--- src/rtl/ifq_pkg.sv ---
// Shared types and sizing helpers for the instruction fetch queue.
// Entry widths are fixed here so storage and interface agree everywhere.
package ifq_pkg;
    localparam int IFQ_DATA_W = 32;
    localparam int IFQ_PC_W   = 32;
    localparam int IFQ_DEPTH  = 4;

    typedef struct packed {
        logic [IFQ_PC_W-1:0]   pc;
        logic [IFQ_DATA_W-1:0] instr;
    } ifq_entry_t;

    function automatic int ifq_ptr_w(input int depth);
        return $clog2(depth);
    endfunction

    function automatic int ifq_cnt_w(input int depth);
        return $clog2(depth) + 1;
    endfunction
endpackage

--- src/rtl/ifq_read_fifo_if.sv ---
// Fetch/dispatch bundle of the instruction fetch queue.
// Handshake: a push happens when wr_en & ~full, a pop when rd_en & rd_valid,
// both taken on the rising clk edge; flush overrides both in the same cycle.
interface ifq_read_fifo_if #(
    parameter int DATA_W = 32,
    parameter int PC_W   = 32,
    parameter int DEPTH  = 4
) ();
    logic                     flush;
    logic                     wr_en;
    logic [PC_W-1:0]          wr_pc;
    logic [DATA_W-1:0]        wr_data;
    logic                     full;
    logic                     rd_en;
    logic                     rd_valid;
    logic [PC_W-1:0]          rd_pc;
    logic [DATA_W-1:0]        rd_data;
    logic [$clog2(DEPTH):0]   count;

    modport master (
        output flush, wr_en, wr_pc, wr_data, rd_en,
        input  full, rd_valid, rd_pc, rd_data, count
    );

    modport slave (
        input  flush, wr_en, wr_pc, wr_data, rd_en,
        output full, rd_valid, rd_pc, rd_data, count
    );
endinterface

--- src/rtl/ifq_ptr_ctrl.sv ---
// Pointer and occupancy tracking for the fetch queue; qualifies push/pop
// and derives full/rd_valid from the registered count only.
module ifq_ptr_ctrl
    import ifq_pkg::*;
#(
    parameter int DEPTH = IFQ_DEPTH
) (
    input  logic                     clk,
    input  logic                     rst,
    input  logic                     flush,
    input  logic                     wr_en,
    input  logic                     rd_en,
    output logic                     push,
    output logic [$clog2(DEPTH)-1:0] wr_ptr,
    output logic [$clog2(DEPTH)-1:0] rd_ptr,
    output logic [$clog2(DEPTH):0]   count,
    output logic                     full,
    output logic                     rd_valid
);
    localparam int PTR_W = ifq_ptr_w(DEPTH);
    localparam int CNT_W = ifq_cnt_w(DEPTH);

    logic pop;

    assign full     = (count == CNT_W'(DEPTH));
    assign rd_valid = (count != '0);
    // Flush suppresses both so that storage is untouched in the flush cycle.
    assign push     = wr_en & ~full & ~flush;
    assign pop      = rd_en & rd_valid & ~flush;

    always_ff @(posedge clk or posedge rst) begin
        if (rst) begin
            wr_ptr <= '0;
            rd_ptr <= '0;
            count  <= '0;
        end else if (flush) begin
            wr_ptr <= '0;
            rd_ptr <= '0;
            count  <= '0;
        end else begin
            if (push) wr_ptr <= wr_ptr + PTR_W'(1);
            if (pop)  rd_ptr <= rd_ptr + PTR_W'(1);
            case ({push, pop})
                2'b10:   count <= count + CNT_W'(1);
                2'b01:   count <= count - CNT_W'(1);
                default: count <= count;
            endcase
        end
    end
endmodule

--- src/rtl/ifq_read_fifo.sv ---
// Instruction fetch queue: circular entry storage with a first-word-fall-through
// read port; pointer/count bookkeeping lives in ifq_ptr_ctrl.
module ifq_read_fifo
    import ifq_pkg::*;
#(
    parameter int DEPTH = IFQ_DEPTH
) (
    input  logic           clk,
    input  logic           rst,
    ifq_read_fifo_if.slave bus
);
    logic                     push;
    logic [$clog2(DEPTH)-1:0] wr_ptr;
    logic [$clog2(DEPTH)-1:0] rd_ptr;

    ifq_entry_t mem [DEPTH];

    ifq_ptr_ctrl #(.DEPTH(DEPTH)) u_ptr (
        .clk      (clk),
        .rst      (rst),
        .flush    (bus.flush),
        .wr_en    (bus.wr_en),
        .rd_en    (bus.rd_en),
        .push     (push),
        .wr_ptr   (wr_ptr),
        .rd_ptr   (rd_ptr),
        .count    (bus.count),
        .full     (bus.full),
        .rd_valid (bus.rd_valid)
    );

    always_ff @(posedge clk or posedge rst) begin
        if (rst) begin
            for (int i = 0; i < DEPTH; i++) mem[i] <= '0;
        end else if (push) begin
            mem[wr_ptr] <= '{pc: bus.wr_pc, instr: bus.wr_data};
        end
    end

    // Head is read straight from storage: no write-to-read bypass.
    assign bus.rd_pc   = mem[rd_ptr].pc;
    assign bus.rd_data = mem[rd_ptr].instr;
endmodule

--- src/flat_wrapper.sv ---
// flat-port wrapper written by rule: the top's interface ports become plain ports
module ifq_read_fifo_flat import ifq_pkg::*;
#(
    parameter int DEPTH = IFQ_DEPTH
)
  (clk, rst, bus_flush, bus_wr_en, bus_wr_pc, bus_wr_data, bus_rd_en, bus_full, bus_rd_valid, bus_rd_pc, bus_rd_data, bus_count);
  ifq_read_fifo_if #(.DATA_W(IFQ_DATA_W), .PC_W(IFQ_PC_W), .DEPTH(DEPTH)) bus_i ();
  input  logic clk;
  input  logic rst;
  input wire logic [$bits(bus_i.flush)-1:0] bus_flush;
  input wire logic [$bits(bus_i.wr_en)-1:0] bus_wr_en;
  input wire logic [$bits(bus_i.wr_pc)-1:0] bus_wr_pc;
  input wire logic [$bits(bus_i.wr_data)-1:0] bus_wr_data;
  input wire logic [$bits(bus_i.rd_en)-1:0] bus_rd_en;
  output wire logic [$bits(bus_i.full)-1:0] bus_full;
  output wire logic [$bits(bus_i.rd_valid)-1:0] bus_rd_valid;
  output wire logic [$bits(bus_i.rd_pc)-1:0] bus_rd_pc;
  output wire logic [$bits(bus_i.rd_data)-1:0] bus_rd_data;
  output wire logic [$bits(bus_i.count)-1:0] bus_count;
  assign bus_i.flush = bus_flush;
  assign bus_i.wr_en = bus_wr_en;
  assign bus_i.wr_pc = bus_wr_pc;
  assign bus_i.wr_data = bus_wr_data;
  assign bus_i.rd_en = bus_rd_en;
  assign bus_full = bus_i.full;
  assign bus_rd_valid = bus_i.rd_valid;
  assign bus_rd_pc = bus_i.rd_pc;
  assign bus_rd_data = bus_i.rd_data;
  assign bus_count = bus_i.count;
  ifq_read_fifo #(.DEPTH(DEPTH)) u_core (.clk(clk), .rst(rst), .bus(bus_i));
endmodule
--- config.mk ---
export PLATFORM = sky130hd
export DESIGN_NAME = ifq_read_fifo_flat
export DESIGN_NICKNAME = d
export VERILOG_FILES = /design/src/rtl/ifq_pkg.sv /design/src/rtl/ifq_read_fifo_if.sv /design/src/rtl/ifq_ptr_ctrl.sv /design/src/rtl/ifq_read_fifo.sv /design/src/flat_wrapper.sv
export SDC_FILE = /design/constraint.sdc
export NUM_CORES = 1
export LEC_CHECK = 0
export CAP_MARGIN = 10
export CORE_AREA = 5 5 183 185
export DETAILED_ROUTE_END_ITERATION = 10
export DIE_AREA = 0 0 188 190
export HOLD_SLACK_MARGIN = 0.12
export SLEW_MARGIN = 0
export SYNTH_ARGS = -nofsm -noshare
export SYNTH_HDL_FRONTEND = slang
export SYNTH_SLANG_ARGS = --single-unit
--- constraint.sdc ---
create_clock -name clk -period 8.2 [get_ports clk]
set_input_delay 1.64 -clock clk [delete_from_list [all_inputs] [get_ports clk]]
set_output_delay 1.64 -clock clk [all_outputs]
set_load 0.02 [all_outputs]
# Yosys cells after proc, flatten, opt, wreduce, memory -nomap -nowiden
# Cells that the tools add are included.
# W data, S select, Z words.
# word_totals
ff_bits,263
in_bits,69
output_inout_bits,69
elab_cells,46
# op_classes
n_addsub,4
n_lt_le_gt_ge,3
n_eq_ne,3
mux,12
bitwise,8
n_reduce_logical,5
# ops
cell,n
$bwmux W256,1
$mux W64,3
$bmux W64 S2,1
$demux W64 S2,1
$mux W2,4
$ge A3 B3 Y1 const B,2
$not A2 Y3,2
$pmux W3 S2,1
$reduce_bool A3 Y1,2
$add A2 B1 Y2 const B,2
$and A1 B1 Y1,4
$reduce_bool A2 Y1,2
$add A3 B1 Y3 const B,1
$eq A3 B3 Y1 const B,1
$lt A3 B1 Y1 const B,1
$mux W3,1
$sub A3 B1 Y3 const B,1
$eq A2 B1 Y1 const B,1
$eq A2 B2 Y1 const B,1
$not A1 Y1,2
$logic_and A1 B1 Y1,1

# Logic depth before layout (Yosys ltp)
# Gate-level depths: netlist of the first run.
# depth
word_depth,7
ltp_mapped,8
ltp_nobuf,6

# By module
# From an unflattened synthesis of the first run, not the netlist that was laid out.
# hier_totals
cells_unflattened,680
hier_area_um2,12114.1
# modules_own_cells
module,instances,cells_per_inst,area_per_inst_um2,seq_area_each_um2
ifq_read_fifo,1,622,11582.4,6406.1
ifq_ptr_ctrl,1,58,531.8,175.2

# Least setup slack after synthesis of the first run
# OpenSTA, ideal clock, no wires.
# synth_timing
path_kind,in2reg
start,in bus_rd_en
end,reg u_core.u_ptr.count[1]
setup_time_ns,0.126
t_arrival_ns,3.125
setup_slack_ns,4.949
cell_stages,7
n_path_buf,1
path_cell_list,clkbuf_1 > o31ai_1 > a211oi_1 > fa_1 > a21boi_0 > and4b_1 > a211oi_1
# synth_between
elab_chain_len,5
word_cells_on_any_way,7
cone_classes,2 x eq/ne; 2 x mux; 2 x bitwise; 1 x reduce/logical
# synth_rtl
element,line_no,source
start: declaration,flat_wrapper.sv:14,input wire logic [$bits(bus_i.rd_en)-1:0] bus_rd_en;
$and A1 B1 Y1 (*) (2 in a row),ifq_ptr_ctrl.sv:29,assign pop = rd_en & rd_valid & ~flush;
$eq A2 B1 Y1 / $eq A2 B2 Y1 (equally long branches),ifq_ptr_ctrl.sv:43,"case ({push, pop})"
$pmux W3 S2,ifq_ptr_ctrl.sv:43,
$mux W3,ifq_ptr_ctrl.sv:36,end else if (flush) begin
end signal: assignment,ifq_ptr_ctrl.sv:44,2'b10: count <= count + CNT_W'(1);
end signal: assignment,ifq_ptr_ctrl.sv:45,2'b01: count <= count - CNT_W'(1);
end signal: assignment,ifq_ptr_ctrl.sv:46,default: count <= count;
end: declaration,ifq_ptr_ctrl.sv:16,"output logic [$clog2(DEPTH):0] count,"
# Every way passes the cells marked *; elsewhere a longest branch is shown, timed or not.
# A chain may end at the register's enable or synchronous reset.

# Worst setup path in the final report of the first run
# layout_timing
start,reg u_core.u_ptr.rd_ptr[0]
end,out bus_rd_pc[1]
# layout_between
elab_chain_len,4
# layout_rtl
element,line_no,source
start: declaration,ifq_ptr_ctrl.sv:15,"output logic [$clog2(DEPTH)-1:0] rd_ptr,"
start signal: assignment,ifq_ptr_ctrl.sv:42,if (pop) rd_ptr <= rd_ptr + PTR_W'(1);
$not A2 Y3 (implied by the code),ifq_read_fifo.sv:41,assign bus.rd_pc = mem[rd_ptr].pc;
$bmux W64 S2,ifq_read_fifo.sv:41,
$mux W64 (implied by the code) (2 in a row),ifq_read_fifo.sv:41,
end: declaration,flat_wrapper.sv:17,output wire logic [$bits(bus_i.rd_pc)-1:0] bus_rd_pc;
# Every way passes these cells. The select of a mux whose other input is x is not followed.

==> impl_metrics.json, run 1 <==
{
  "total_power_mw": 5.38,
  "clk_latency_ps": 550,
  "max_freq_mhz": 201,
  "syn_area_per_cell_um2": 17.3,
  "worstPathRequired_ps": 6560,
  "multi_input_area_um2": 4950,
  "rows": 66,
  "cts_inserted_buffers": 30,
  "regArea_um2": 6590,
  "drc": 0,
  "die_y_um": 190,
  "ant_nets": 0,
  "cap_viol_max_count": 0,
  "place.gp.congestion": 0.727,
  "vias_per_cell": 5.08,
  "worst_pin_slew_ps": 1090,
  "hold_path.class": "register to register",
  "fp.dieW_um": 188,
  "first_iter_violations": 202,
  "cts_root_buf": "clkbuf_16",
  "arrival_ps": 3330,
  "dr.pass1.iters": 4,
  "drt_wl_total_um": 24800,
  "htreeDepth": 1,
  "grt_pass1_wl_um": 41100,
  "fin_skew_ps": 12.6,
  "nets": 892,
  "critPathMaxFanout": 40,
  "syn_area_um2": 11900,
  "setup_viol": 0,
  "antenna_found_initial": 0,
  "holdBufCountCts": 0,
  "tns_ps": 0,
  "fin_area_um2": 14600,
  "criticalPathCategory": "register to primary output",
  "dp_cells": 1194,
  "cts.sinks": 263,
  "rsz0062_at_grt": "no",
  "synth_edf_count": 0,
  "antennaDiodeCount": 0,
  "irDropWorstVdd_v": 0.000214,
  "clk_pin_slew_worst_paths_ps": 60,
  "synth_nets": 760,
  "wl_per_cell_um": 19.8,
  "dp_hpwl_um": 14100,
  "startpoint_type": "register",
  "ys_seq_area_share_pct": 55.4,
  "ys.flop_type": "dfrtp_1",
  "cts_resized": 0,
  "portBuffers": 137,
  "async_reset_ff_share_pct": 100,
  "slew_viol_final": 0,
  "cts_setup_buffers": 0,
  "fillers": 2801,
  "grt_overflow": 0,
  "cellPowerDensity_nw_per_um2": 368,
  "initial_core_util_pct": 37.2,
  "period_share_pct": 60.6,
  "grt_usage_pct": 14.1,
  "cts_tree": "done",
  "postPlaceCellArea_um2": 13500,
  "cp-end-kind": "primary output",
  "ys_warn_count": 0,
  "synthCells": 686,
  "area_growth_pct": 23.1,
  "status": "completed",
  "ys_seq_elements": 263,
  "grt_pass1_vias": 7049,
  "slew_headroom_pct": 27.6,
  "grt_start_max_net_pins": 139,
  "num_vias": 6353,
  "hold_ws_ps": 489,
  "leakage_nw": 6.28,
  "period_minus_slack_ps": 4970,
  "clockBufferDepth": 3,
  "dieArea_um2": 35700,
  "drive_gt1_share_pct": 45.4,
  "core_area_um2": 31900,
  "ioPinCount": 138,
  "hold_viol": 0,
  "yosys.cell_types.count": 40,
  "stdcell_count": 1250
}
per-stage QoR:
step / utilization (%) / worst slack, ps
2_1_floorplan: - / 3090
3_3_place_gp: 42.5 / 3300
3_5_place_dp: 42.5 / 3210
4_1_cts: 45.8 / 3090
5_1_grt: 45.8 / 2990
6_report: 45.8 / 3230
per-layer routing:
layer | track usage [%] | vias up | part of all wire (%)
li1 | - | 2842 | -
met1 | 20.4 | 3363 | 47
met2 | 22.0 | 116 | 46
met3 | 3.43 | 32 | 5.4
met4 | 2.54 | 0 | 1.4
met5 | 0 | - | 0
cell type report:
cell class	count	share of cell area (%)
Clock inverter	10	1.14
Clock buffer	46	6.23
Sequential cell	263	45.1
Timing Repair Buffer	146	9.93
Multi-Input combinational cell	369	33.9
Inverter	8	0.231
Tap cell	408	3.49
sequential cells by signal, summed over array words and instances (netlist names):
register,cells
u_core.mem,256
u_core.u_ptr.count,3
u_core.u_ptr.rd_ptr,2
u_core.u_ptr.wr_ptr,2
critical path, cell delays in order, from the launching register on:
cell             delay, ps
dfrtp_4                810
buf_4                  730
mux4_2                 590
clkdlybuf4s50_1        600
synth_stat cells (2+ instances only):
library cell / count / area share, %
a211oi_1: 2 / 0.13
xor2_1: 2 / 0.15
nand3_1: 2 / 0.084
o21ai_0: 3 / 0.13
nand3_2: 3 / 0.25
nor2_1: 2 / 0.063
mux4_2: 64 / 12
nand2b_1: 3 / 0.16
nand3b_1: 2 / 0.13
buf_2: 26 / 1.1
clkbuf_1: 8 / 0.25
mux2_4: 60 / 7.6
mux2_1: 4 / 0.38
ha_1: 4 / 0.42
o22ai_1: 2 / 0.11
buf_1: 3 / 0.095
nor2b_1: 2 / 0.11
or3_1: 2 / 0.11
buf_12: 7 / 1.2
inv_1: 8 / 0.25
mux2_2: 192 / 18
a21oi_1: 4 / 0.17
dfrtp_1: 263 / 55
buf_6: 2 / 0.19
report_power, final:
| group | switching [mW] | internal, mW |
|---|---|---|
| Clock | 0.531 | 0.888 |
| Sequential | 0.287 | 1.78 |
| Combinational | 0.732 | 1.16 |
| Total | 1.55 | 3.83 |
final timing paths:
kind | slack, ps | end | from | cells past startpoint
hold / removal | 490 | u_core.mem[138] | u_core.mem[138] | 1
setup / recovery | 3230 | bus_rd_pc[1] | u_core.u_ptr.rd_ptr[0] | 3
min in group asynchronous | 1660 | u_core.mem[196] | rst | 3
hold reg to reg | 490 | u_core.mem[138] | u_core.mem[138] | 1
max in group asynchronous | 5000 | u_core.u_ptr.rd_ptr[1] | rst | 4
setup reg to reg | 5170 | u_core.mem[140] | u_core.u_ptr.count[0] | 4
cells in the final DEF, fill, tap and decap left out, types with 2 or more instances in the layout:
cell             instances
o22ai_1                  2
a21oi_1                  4
buf_4                    8
clkinvlp_4               3
nand3_1                  2
ha_1                     4
or3_1                    2
clkinv_2                 3
a211oi_1                 2
bufinv_16                4
dfrtp_4                  2
nor2b_1                  2
nor2_1                   2
dfrtp_1                261
inv_1                    7
nand2b_1                 3
clkbuf_8                10
clkbuf_1                 6
clkdlybuf4s50_1        137
o21ai_0                  3
mux2_2                 192
mux4_2                  64
clkbuf_16               30
nand3_4                  3
mux2_4                  60
mux2_1                   4
xor2_1                   2
nand3b_1                 2
cells by family after synthesis:
kind of cell    synth area share [%]
xor+xnor                       0.221
mux                             38.3
buf+inv                         3.07
compound gates                  1.07
fa+ha+maj                      0.590
simple gates                    1.30
flops                           55.4
Note: power is estimated with default switching activity, not from simulation.
==> inputs of run 2 (changes only) <==
==> constraint.sdc (replaced) <==
create_clock -name clk -period 4.4 [get_ports clk]
set_input_delay 0.88 -clock clk [delete_from_list [all_inputs] [get_ports clk]]
set_output_delay 0.88 -clock clk [all_outputs]
set_load 0.02 [all_outputs]
==> impl_metrics.json, run 2 (same netlist as run 1, synthesis figures left out) <==
{
  "tns_ps": 0,
  "die_y_um": 190,
  "drc": 0,
  "clk_latency_ps": 550,
  "initial_core_util_pct": 37.2,
  "fin_skew_ps": 16.1,
  "grt_use_met3_pct": 3.06,
  "largest_reg_flops": 256,
  "vias_per_cell": 5.12,
  "final_cell_mix": "261 x dfrtp_1, 192 x mux2_2, 137 x clkdlybuf4s50_1",
  "leakage_nw": 6.34,
  "cts_tree": "done",
  "setup_viol": 0,
  "worstPathRequired_ps": 3520,
  "top_regs": "u_core.mem x256, u_core.u_ptr.count x3",
  "fp.dieW_um": 188,
  "max_freq_mhz": 274,
  "cts_setup_buffers": 0,
  "cts_root_buf": "clkbuf_16",
  "grt.busiest_layer": "met2",
  "worst_pin_slew_ps": 1040,
  "cellPowerDensity_nw_per_um2": 675,
  "irDropWorstVdd_v": 0.000453,
  "r2r-end": "u_core.mem[42]",
  "area_growth_pct": 24.0,
  "hold_viol": 0,
  "antenna_found_initial": 2,
  "core_area_um2": 31900,
  "grt_pass1_wl_um": 41800,
  "ant_nets": 0,
  "cp-end-kind": "primary output",
  "antennaDiodeCount": 0,
  "drt_wl_total_um": 25500,
  "hold_end": "u_core.mem[138]",
  "cts_resized": 0,
  "fillers": 2819,
  "grt_usage_pct": 14.5,
  "grt_overflow": 0,
  "ioPinCount": 138,
  "grt_pass1_vias": 7211,
  "ff2ff_setup_slack_ps": 1710,
  "dr.pass1.iters": 4,
  "clk_pin_slew_worst_paths_ps": 60,
  "worst_r2r_startpoint": "u_core.u_ptr.count[0]",
  "regMostFlops": "u_core.mem",
  "status": "completed",
  "clockBufferDepth": 3,
  "first_iter_violations": 229,
  "wl_per_cell_um": 20.2,
  "rsz0062_at_grt": "no",
  "place.gp.congestion": 0.685,
  "final_common_cell": "dfrtp_1",
  "period_minus_slack_ps": 3640,
  "drive_gt1_share_pct": 45.9,
  "hold_ws_ps": 481,
  "whs_path_depth": 1,
  "slew_viol_final": 0,
  "arrival_ps": 2760,
  "min_from": "u_core.mem[138]",
  "num_vias": 6446,
  "grt_start_max_net_pins": 73,
  "dp_hpwl_um": 15800,
  "criticalPathCategory": "register to primary output",
  "holdBufCountCts": 0,
  "slew_headroom_pct": 30.8,
  "nets": 904,
  "period_share_pct": 82.8,
  "startpoint_type": "register",
  "grtUsageMet1_pct": 20.4,
  "rows": 66,
  "portBuffers": 137,
  "worst_r2r_path_depth": 4,
  "dieArea_um2": 35700,
  "cap_viol_max_count": 0,
  "hold_path.class": "register to register",
  "cts.sinks": 263,
  "use_met2_pct": 23.7,
  "critPathMaxFanout": 40,
  "htreeDepth": 1,
  "cts_inserted_buffers": 30
}
[run 2: cell types whose count changed in the layout (fill, tap and decap cells not counted)]
cell,change
clkbuf_1,+1
buf_12,+8
bufinv_16,-2
clkinv_2,+1
buf_4,+4
inv_8,+1
clkbuf_8,-3
[run 2: layout make-up]
cell class                 count  area [µm²]  share of cell area [%]
inverter                       8        33.8                   0.229
sequential                   263        6590                    44.8
timing repair buffer         158        1640                    11.2
tap                          408         510                    3.47
clock buffer                  44         873                    5.93
multi-input combinational    369        4950                    33.6
clock inverter                10         123                   0.833
[run 2: routing by layer]
| layer | wire [µm] | share of wire [%] |
|---|---|---|
| met1 | 11900 | 47 |
| met2 | 12100 | 48 |
| met3 | 1090 | 4.3 |
| met4 | 287 | 1.1 |
| met5 | 14 | 0.055 |
[run 2: how the worst max path moves through the flow]
stage                     slack (ps)              startpoint  depth (start not counted)         endpoint
final                            760  u_core.u_ptr.rd_ptr[1]                          3    bus_rd_pc[19]
after global routing             620  u_core.u_ptr.rd_ptr[1]                          3    bus_rd_pc[18]
after CTS                        640  u_core.u_ptr.rd_ptr[0]                          4  bus_rd_data[28]
after detailed placement        1060               bus_flush                          6  u_core.mem[139]
after global placement          1090               bus_flush                          6  u_core.mem[195]
after floorplan                   50                     rst                          1    u_core.mem[0]
[run 2: power breakdown]
group	total, mW	switching, mW	internal [mW]	leakage [nW]
sequential	3.85	0.529	3.32	3.30
clock	2.47	0.984	1.49	0.485
combinational	3.61	1.41	2.20	2.55
[run 2: metrics by stage]
stage | power, mW | instances | util, % | worst slack, ps | cell area [µm²]
floorplan | 6.15 | 686 | - | 50.5 | 11900
CTS | 10.1 | 1260 | 46.2 | 641 | 14700
global route | 10.5 | 1260 | 46.2 | 617 | 14700
detailed placement | 7.55 | 1206 | 43.1 | 1060 | 13700
finish | 9.94 | 1260 | 46.2 | 756 | 14700
global placement | 7.50 | 1206 | 43.1 | 1090 | 13700
[run 2: critical path, stage by stage, from the launching register on]
cell and delay [ps]:
dfrtp_4 960, buf_4 340, mux4_2 340, clkdlybuf4s50_1 560
